File: src/rtl/ttc_irq_ctrl22_pkg.sv
// Shared definitions for the timer interrupt controller: register offsets,
// default sizing and the priority encoder used for the ID register.
package ttc_irq_pkg22;

  localparam int NUM_SRC_DEF = 3;
  localparam int OVR_W_DEF   = 4;

  localparam logic [7:0] ADDR_RAW  = 8'h00;
  localparam logic [7:0] ADDR_PEND = 8'h04;
  localparam logic [7:0] ADDR_EN   = 8'h08;
  localparam logic [7:0] ADDR_MODE = 8'h0C;
  localparam logic [7:0] ADDR_STAT = 8'h10;
  localparam logic [7:0] ADDR_ID   = 8'h14;
  localparam logic [7:0] ADDR_OVR  = 8'h18;

  // 1-based index of the lowest set bit (lowest number = highest priority), 0 if none.
  function automatic logic [3:0] lowest_id(input logic [7:0] vec);
    logic [3:0] id;
    id = '0;
    for (int i = 7; i >= 0; i--) begin
      if (vec[i]) id = 4'(i + 1);
    end
    return id;
  endfunction

endpackage

File: src/rtl/ttc_irq_ctrl22_if.sv
// APB slave bus of the timer interrupt controller.
interface ttc_irq_ctrl22_if;

  logic        psel22;
  logic        penable22;
  logic        pwrite22;
  logic [7:0]  paddr22;
  logic [31:0] pwdata22;
  logic [31:0] prdata22;

  modport master (
    output psel22, penable22, pwrite22, paddr22, pwdata22,
    input  prdata22
  );

  modport slave (
    input  psel22, penable22, pwrite22, paddr22, pwdata22,
    output prdata22
  );

endinterface

File: src/rtl/ttc_irq_ctrl22_src.sv
// One interrupt source: edge/level capture, sticky pending bit and a
// saturating overrun counter.
module ttc_irq_src22
  import ttc_irq_pkg22::*;
#(
  parameter int OVR_W = OVR_W_DEF
) (
  input  logic             clk,
  input  logic             rst_n,
  input  logic             int_in,
  input  logic             mode,
  input  logic             clear,
  input  logic             clear_ovr,
  output logic             pending,
  output logic [OVR_W-1:0] ovr_cnt
);

  logic int_d;
  logic set;

  assign set = mode ? int_in : (int_in & ~int_d);

  // int_d keeps tracking the input during reset so a line held high is not an edge afterwards.
  always_ff @(posedge clk) begin
    int_d <= int_in;
  end

  always_ff @(posedge clk) begin
    if (!rst_n) begin
      pending <= 1'b0;
      ovr_cnt <= '0;
    end else begin
      pending <= set | (pending & ~clear);
      if (clear_ovr) begin
        ovr_cnt <= '0;
      end else if (set && pending && !mode && (ovr_cnt != {OVR_W{1'b1}})) begin
        ovr_cnt <= ovr_cnt + OVR_W'(1);
      end
    end
  end

endmodule

File: src/rtl/ttc_irq_ctrl22.sv
// Timer interrupt controller top: APB register file, per-source capture
// instances, priority ID encoder and the registered CPU interrupt.
module ttc_irq_ctrl22
  import ttc_irq_pkg22::*;
#(
  parameter int NUM_SRC = NUM_SRC_DEF,
  parameter int OVR_W   = OVR_W_DEF
) (
  input  logic               pclk22,
  input  logic               n_p_reset22,
  ttc_irq_ctrl22_if.slave    apb,
  input  logic [NUM_SRC-1:0] ttc_int22,
  output logic               irq22
);

  logic [7:0]               addr;
  logic                     wr;
  logic [NUM_SRC-1:0]       enable;
  logic [NUM_SRC-1:0]       mode;
  logic [NUM_SRC-1:0]       pending;
  logic [NUM_SRC-1:0]       pend_clr;
  logic [NUM_SRC-1:0]       status;
  logic [NUM_SRC*OVR_W-1:0] ovr_all;
  logic                     ovr_clr;
  logic [3:0]               id;
  logic                     unused_bits;

  assign addr        = {apb.paddr22[7:2], 2'b00};
  assign wr          = apb.psel22 & apb.penable22 & apb.pwrite22;
  assign pend_clr    = (wr && addr == ADDR_PEND) ? apb.pwdata22[NUM_SRC-1:0] : '0;
  assign ovr_clr     = wr && (addr == ADDR_OVR);
  assign status      = pending & enable;
  assign id          = lowest_id(8'(status));
  assign unused_bits = ^{apb.paddr22[1:0], apb.pwdata22};

  for (genvar i = 0; i < NUM_SRC; i++) begin : g_src
    ttc_irq_src22 #(.OVR_W(OVR_W)) u_src (
      .clk       (pclk22),
      .rst_n     (n_p_reset22),
      .int_in    (ttc_int22[i]),
      .mode      (mode[i]),
      .clear     (pend_clr[i]),
      .clear_ovr (ovr_clr),
      .pending   (pending[i]),
      .ovr_cnt   (ovr_all[i*OVR_W +: OVR_W])
    );
  end

  always_ff @(posedge pclk22) begin
    if (!n_p_reset22) begin
      enable <= '0;
      mode   <= '0;
      irq22  <= 1'b0;
    end else begin
      if (wr && addr == ADDR_EN)   enable <= apb.pwdata22[NUM_SRC-1:0];
      if (wr && addr == ADDR_MODE) mode   <= apb.pwdata22[NUM_SRC-1:0];
      irq22 <= |status;
    end
  end

  always_comb begin
    apb.prdata22 = '0;
    if (apb.psel22 && !apb.pwrite22) begin
      case (addr)
        ADDR_RAW:  apb.prdata22 = 32'(ttc_int22);
        ADDR_PEND: apb.prdata22 = 32'(pending);
        ADDR_EN:   apb.prdata22 = 32'(enable);
        ADDR_MODE: apb.prdata22 = 32'(mode);
        ADDR_STAT: apb.prdata22 = 32'(status);
        ADDR_ID:   apb.prdata22 = 32'(id);
        ADDR_OVR:  apb.prdata22 = 32'(ovr_all);
        default:   apb.prdata22 = '0;
      endcase
    end
  end

endmodule
File: src/flat_wrapper.sv
// flat-port wrapper written by rule: the top's interface ports become plain ports
module ttc_irq_ctrl22_flat import ttc_irq_pkg22::*;
#(
  parameter int NUM_SRC = NUM_SRC_DEF,
  parameter int OVR_W   = OVR_W_DEF
)
  (pclk22, n_p_reset22, ttc_int22, irq22, apb_psel22, apb_penable22, apb_pwrite22, apb_paddr22, apb_pwdata22, apb_prdata22);
  ttc_irq_ctrl22_if apb_i ();
  input  logic pclk22;
  input  logic n_p_reset22;
  input  logic [NUM_SRC-1:0] ttc_int22;
  output logic irq22;
  input wire logic [$bits(apb_i.psel22)-1:0] apb_psel22;
  input wire logic [$bits(apb_i.penable22)-1:0] apb_penable22;
  input wire logic [$bits(apb_i.pwrite22)-1:0] apb_pwrite22;
  input wire logic [$bits(apb_i.paddr22)-1:0] apb_paddr22;
  input wire logic [$bits(apb_i.pwdata22)-1:0] apb_pwdata22;
  output wire logic [$bits(apb_i.prdata22)-1:0] apb_prdata22;
  assign apb_i.psel22 = apb_psel22;
  assign apb_i.penable22 = apb_penable22;
  assign apb_i.pwrite22 = apb_pwrite22;
  assign apb_i.paddr22 = apb_paddr22;
  assign apb_i.pwdata22 = apb_pwdata22;
  assign apb_prdata22 = apb_i.prdata22;
  ttc_irq_ctrl22 #(.NUM_SRC(NUM_SRC), .OVR_W(OVR_W)) u_core (.pclk22(pclk22), .n_p_reset22(n_p_reset22), .apb(apb_i), .ttc_int22(ttc_int22), .irq22(irq22));
endmodule
File: config.mk
export PLATFORM = sky130hd
export DESIGN_NAME = ttc_irq_ctrl22_flat
export DESIGN_NICKNAME = d
export VERILOG_FILES = /design/src/rtl/ttc_irq_ctrl22_pkg.sv /design/src/rtl/ttc_irq_ctrl22_if.sv /design/src/rtl/ttc_irq_ctrl22_src.sv /design/src/rtl/ttc_irq_ctrl22.sv /design/src/flat_wrapper.sv
export SDC_FILE = /design/constraint.sdc
export NUM_CORES = 1
export LEC_CHECK = 0
export CAP_MARGIN = 25
export CELL_PAD_IN_SITES_DETAIL_PLACEMENT = 1
export CELL_PAD_IN_SITES_GLOBAL_PLACEMENT = 2
export CORE_ASPECT_RATIO = 1.1
export CORE_UTILIZATION = 23
export DETAILED_ROUTE_END_ITERATION = 12
export GPL_ROUTABILITY_DRIVEN = 0
export GPL_TIMING_DRIVEN = 0
export PLACE_DENSITY = 0.85
export SYNTH_ARGS = -nofsm -noshare
export SYNTH_HDL_FRONTEND = slang
export SYNTH_SLANG_ARGS = --single-unit
File: constraint.sdc
create_clock -name pclk22 -period 5.2 [get_ports pclk22]
set_input_delay 1.04 -clock pclk22 [delete_from_list [all_inputs] [get_ports pclk22]]
set_output_delay 1.04 -clock pclk22 [all_outputs]
set_load 0.02 [all_outputs]
Word level (Yosys, flattened, before mapping)
Index checks and enable logic that the tools add are counted.

operators by class
  reduce and logical (&&, ||, !) cells = 21
  muxes and demuxes = 9
  equal/unequal tests = 9
  add/sub/neg operators = 3
  bitwise gates (word level) = 19

operators by type and width
  cell                                                              count
  12-bit one-hot mux with 7 select lines                            1
  32-bit two-way mux                                                1
  6-bit by 3-bit == test with 1-bit output (second input constant)  3
  1-bit logical AND                                                 14
  4-bit by 1-bit adder with 4-bit output (second input constant)    3
  6-bit by 2-bit == test with 1-bit output (second input constant)  2
  4-bit != test (second input constant)                             3
  1-bit AND                                                         8
  8-bit logical NOT                                                 1
  1-bit inverter                                                    7
  6-bit by 1-bit == test with 1-bit output (second input constant)  1
  2-bit two-way mux                                                 3
  1-bit logical NOT                                                 4
  3-bit AND                                                         1
  1-bit two-way mux                                                 3
  3-bit two-way mux                                                 1
  1-bit OR                                                          3
  3-bit OR reduction                                                1
  2-bit OR reduction                                                1

storage, ports and cells
  input bits = 48
  bits in registers = 25
  word-level logic and storage cells = 73
  output and inout bits = 33

Longest topological paths before layout
  word-level depth = 7
  depth in mapped cells = 5
  gate-level depth less buffers = 5

Cells and area by module
A second synthesis with hierarchy kept.

second synthesis, totals
  cell total of the unflattened synthesis = 191
  area, all modules = 1,716.6 µm²

by module, submodules not included
  module          area an instance (µm²)  times used  seq. area each (µm²)  cells an instance
  ttc_irq_src22   292.8                   3           120.1                 28
  ttc_irq_ctrl22  838.3                   1           140.1                 107

Least setup slack after synthesis
Ideal clock, no wire load.

  path kind = input to output
  start point = in apb_paddr22[5]
  end point = out apb_prdata22[0]
  arrival time = 2.417 ns
  cell stages on the path = 4
  slack = 1.743 ns
  cell sequence = or4b_4 nor2_1 nand2_1 a311oi_1

on the way
  longest elaborated chain between the ends = 3
  elaborated cells between the ends (all ways) = 9

RTL lines
  element                                                                 RTL line              source
  from (decl)                                                             flat_wrapper.sv:16    input wire logic [$bits(apb_i.paddr22)-1:0] apb_paddr22;
  6-bit by 3-bit == test with 1-bit output, or another cell as far along  ttc_irq_ctrl22.sv:64  case (addr)
  12-bit one-hot mux with 7 select lines *                                ttc_irq_ctrl22.sv:64
  32-bit two-way mux *                                                    ttc_irq_ctrl22.sv:63  if (apb.psel22 && !apb.pwrite22) begin
  to (decl)                                                               flat_wrapper.sv:18    output wire logic [$bits(apb_i.prdata22)-1:0] apb_prdata22;

Every way passes the cells marked *; elsewhere a longest branch is shown, timed or not.

Worst setup path in the final report
  start point = in apb_paddr22[3]
  end point = out apb_prdata22[1]

The elaborated chain is that of the path after synthesis.

==> run_results.csv <==
group,metric,value,unit
synth,syn_inst,183,
critical_path,critPathKind,"primary input to output port",
clocking,clockBufferDepth,2,
worst_hold_path,hp-class,"flop to flop",
drt,wl,3.76,mm
critical_path,cp-start-kind,"primary input",
critical_path,reg2regPathDepth,4,
timing,setup_viol,0,
worst_hold_path,hold_depth,2,
power_and_ir_drop,peakVddDrop,0.0821,mV
clocking,htreeDepth,1,
placed_design,port_buffers,29,
timing,rsz0062_at_grt,"false",
drt,drc,0,
synth,ys_ff_latch,25,
timing,worst_pin_slew,754,ps
placed_design,dp_hpwl,3.00,mm
critical_path,endpoint_kind,"output port",
timing,finalSetupTns,0,ps
synth,synth_top_area_cell,"dfxtp_1",
critical_path,reg2reg_slack,3630,ps
flow_run,maxCapViolations,0,
synth,postSynth.asyncResetShare,0,%
layout,area_delta_synth_final,33.1,%
clocking,cts_hold_buf,0,
floorplanning,start_util,24.3,%
status,status,"finished, final reports clean",
layout,final_nets,287,
drt,drt-initial-drc-count,27,
timing,fin_crit,4570,ps
critical_path,crit_start,"apb_paddr22[3]",
critical_path,arrival,3530,ps
critical_path,cp_top_family,"buffers and inverters",
critical_path,worstReg2RegStart,"u_core.g_src[1].u_src.pending",
drt,antenna_left,0,
critical_path,worstPathRequired,4160,ps
synth,yosysSeqAreaShare,32.7,%
worst_hold_path,hp-start,"u_core.g_src[2].u_src.ovr_cnt[1]",
floorplanning,die_h,87.6,microns
floorplanning,pin_count,81,
clocking,cts_tree,"built",
floorplanning,fp.coreArea,6310,sq um
power_and_ir_drop,power_density,188,nW/um^2
critical_path,crit_cells,7,
synth,synth_edf_count,0,
clocking,postCtsSetupBuffers,0,
synth,ys_warn_count,0,
timing,finalHoldViolCount,0,
clocking,root_buffer,"clkbuf_8",
grt,grt_pass1_wl,6.31,mm
timing,skew,4.36,ps
critical_path,critPathSlowestCell,"clkdlybuf4s50_1",
drt,vias_per_cell,4.33,
synth,synth.distinct_cells,33,
power_and_ir_drop,total_power,0.000384,W
critical_path,worst_r2r_endpoint,"u_core.g_src[1].u_src.ovr_cnt[3]",
floorplanning,die_x,79.8,microns
timing,slew_viol_final,0,
power_and_ir_drop,leakage,0.821,nW
clocking,cts-buffers-inserted,3,
grt,grt_max_degree,14,
drt,vias,1365,
critical_path,path_cells,"clkdlybuf4s50_1 -> clkbuf_1 -> nor2b_1 -> a21o_1 -> a221oi_1 -> a311oi_1 -> clkdlybuf4s50_1",
synth,synth_area,1530,sq um
critical_path,slowest_delay,670,ps
clocking,clock-sinks,25,
clocking,clk_pin_slew,80,ps
synth,avgSynthCellArea,8.38,sq um
synth,ys.flop_type,"dfxtp_1",
layout,n_antenna_cell,0,
grt,grt-ovfl-total,0,
timing,fin_crit_sh,87.9,%
drt,routedWlPerCell,11.9,microns
floorplanning,num_rows,30,
synth,synth_area_leaders,"dfxtp_1 33%, buf_4 9.8%, nand3_1 5.6%",
grt,grt_use_total,11.6,%
layout,drive_gt1_share,13.6,%
timing,slew_headroom,49.0,%
critical_path,crit_fanout,10,
grt,antenna_found_initial,0,
timing,fmax,219,MHz
clocking,ctsResizeCount,0,
critical_path,endpoint,"apb_prdata22[1]",
synth,synth_top_area_share,32.7,%
clocking,clock_latency,270,ps
synth,synth_most_common_cell,"dfxtp_1",
critical_path,worst-path-buf-inv,3,
synth,netlist_top_cells_count,"25 x dfxtp_1, 22 x nand2_1, 20 x buf_4",
floorplanning,die_area,6990,sq um
grt,grt_pass1_vias,1354,
drt,dr.pass1.iters,4,
timing,finalHoldWorstSlack,500,ps
critical_path,cp_common_cell,"clkdlybuf4s50_1",
registers in the layout, indices dropped and copies added (netlist names):
register                    flops
u_core.g_src.u_src.ovr_cnt     12
u_core.enable                   3
u_core.g_src.u_src.int_d        3
u_core.g_src.u_src.pending      3
u_core.mode                     3
u_core.irq22                    1
report_power, final:
group	switching, W	internal, W
Clock	0.0000616	0.0000549
Combinational	0.0000362	0.0000321
Sequential	0.00000390	0.000195
Total	0.000102	0.000282
tightest hold or removal path, cell delays in order, from the launching register on:
cell	delay, ps
dfxtp_1	340
nand2_1	60
a21oi_1	50
cell type report:
class / instances / area, sq um
buffer: 25 / 176
clock buffer: 4 / 45.0
fill: 774 / 4270
inverter: 4 / 15.0
multi-input combinational: 148 / 912
sequential: 25 / 500
tap: 80 / 100
timing repair buffer: 29 / 290
layer usage:
layer,global-route usage [%],routed length [microns]
met2,19.0,1690
met4,3.41,46
met1,15.7,1830
met3,1.98,195
met5,0,0
kinds of logic after synthesis:
kind of cell | synth area share [%]
mux | 4.57
other cells | 0.245
compound gates | 14.6
buf+inv | 12.5
xor+xnor | 5.14
simple gates | 27.8
fa+ha+maj | 2.45
flops | 32.7
worst min path at each step:
stage,end,slack [ps]
final,u_core.g_src[2].u_src.ovr_cnt[1],500
after global routing,u_core.g_src[0].u_src.ovr_cnt[1],550
after CTS,u_core.g_src[1].u_src.ovr_cnt[1],510
after detailed placement,u_core.g_src[1].u_src.ovr_cnt[1],490
after global placement,u_core.g_src[1].u_src.ovr_cnt[1],480
after floorplan,u_core.g_src[1].u_src.ovr_cnt[1],450
through the flow:
step	area, sq um	instances	setup WS, ps	utilization (%)
finish	2040	315	631	32.3
detailed placement	1990	311	614	31.6
floorplan	1600	202	1740	-
global route	2040	315	381	32.3
CTS	2040	315	611	32.3
global placement	1990	311	639	31.6
placed cells by master, fill, tap and decap left out, types with 2 or more instances in the layout:
cell type | Yosys | final
clkbuf_1 | 4 | 5
ha_1 | 3 | 3
nor2b_1 | 6 | 6
nor4bb_1 | 3 | 3
and2_1 | 9 | 9
a31o_2 | 2 | 2
mux2i_1 | 7 | 7
o21ai_0 | 8 | 8
a221oi_1 | 2 | 2
a31oi_1 | 2 | 2
buf_4 | 20 | 20
a21o_1 | 4 | 4
nand2b_1 | 2 | 2
a21boi_0 | 4 | 4
a21oi_1 | 3 | 3
dfxtp_1 | 25 | 25
and3_1 | 3 | 3
nand2_1 | 22 | 22
a311oi_1 | 2 | 2
xor2_1 | 9 | 9
nor2_1 | 11 | 11
inv_1 | 4 | 4
conb_1 | 1 | 20
clkdlybuf4s50_1 | 0 | 29
nand3_1 | 17 | 17
clkbuf_8 | 0 | 3
a22oi_1 | 2 | 2
(Power assumes the default switching activity.)
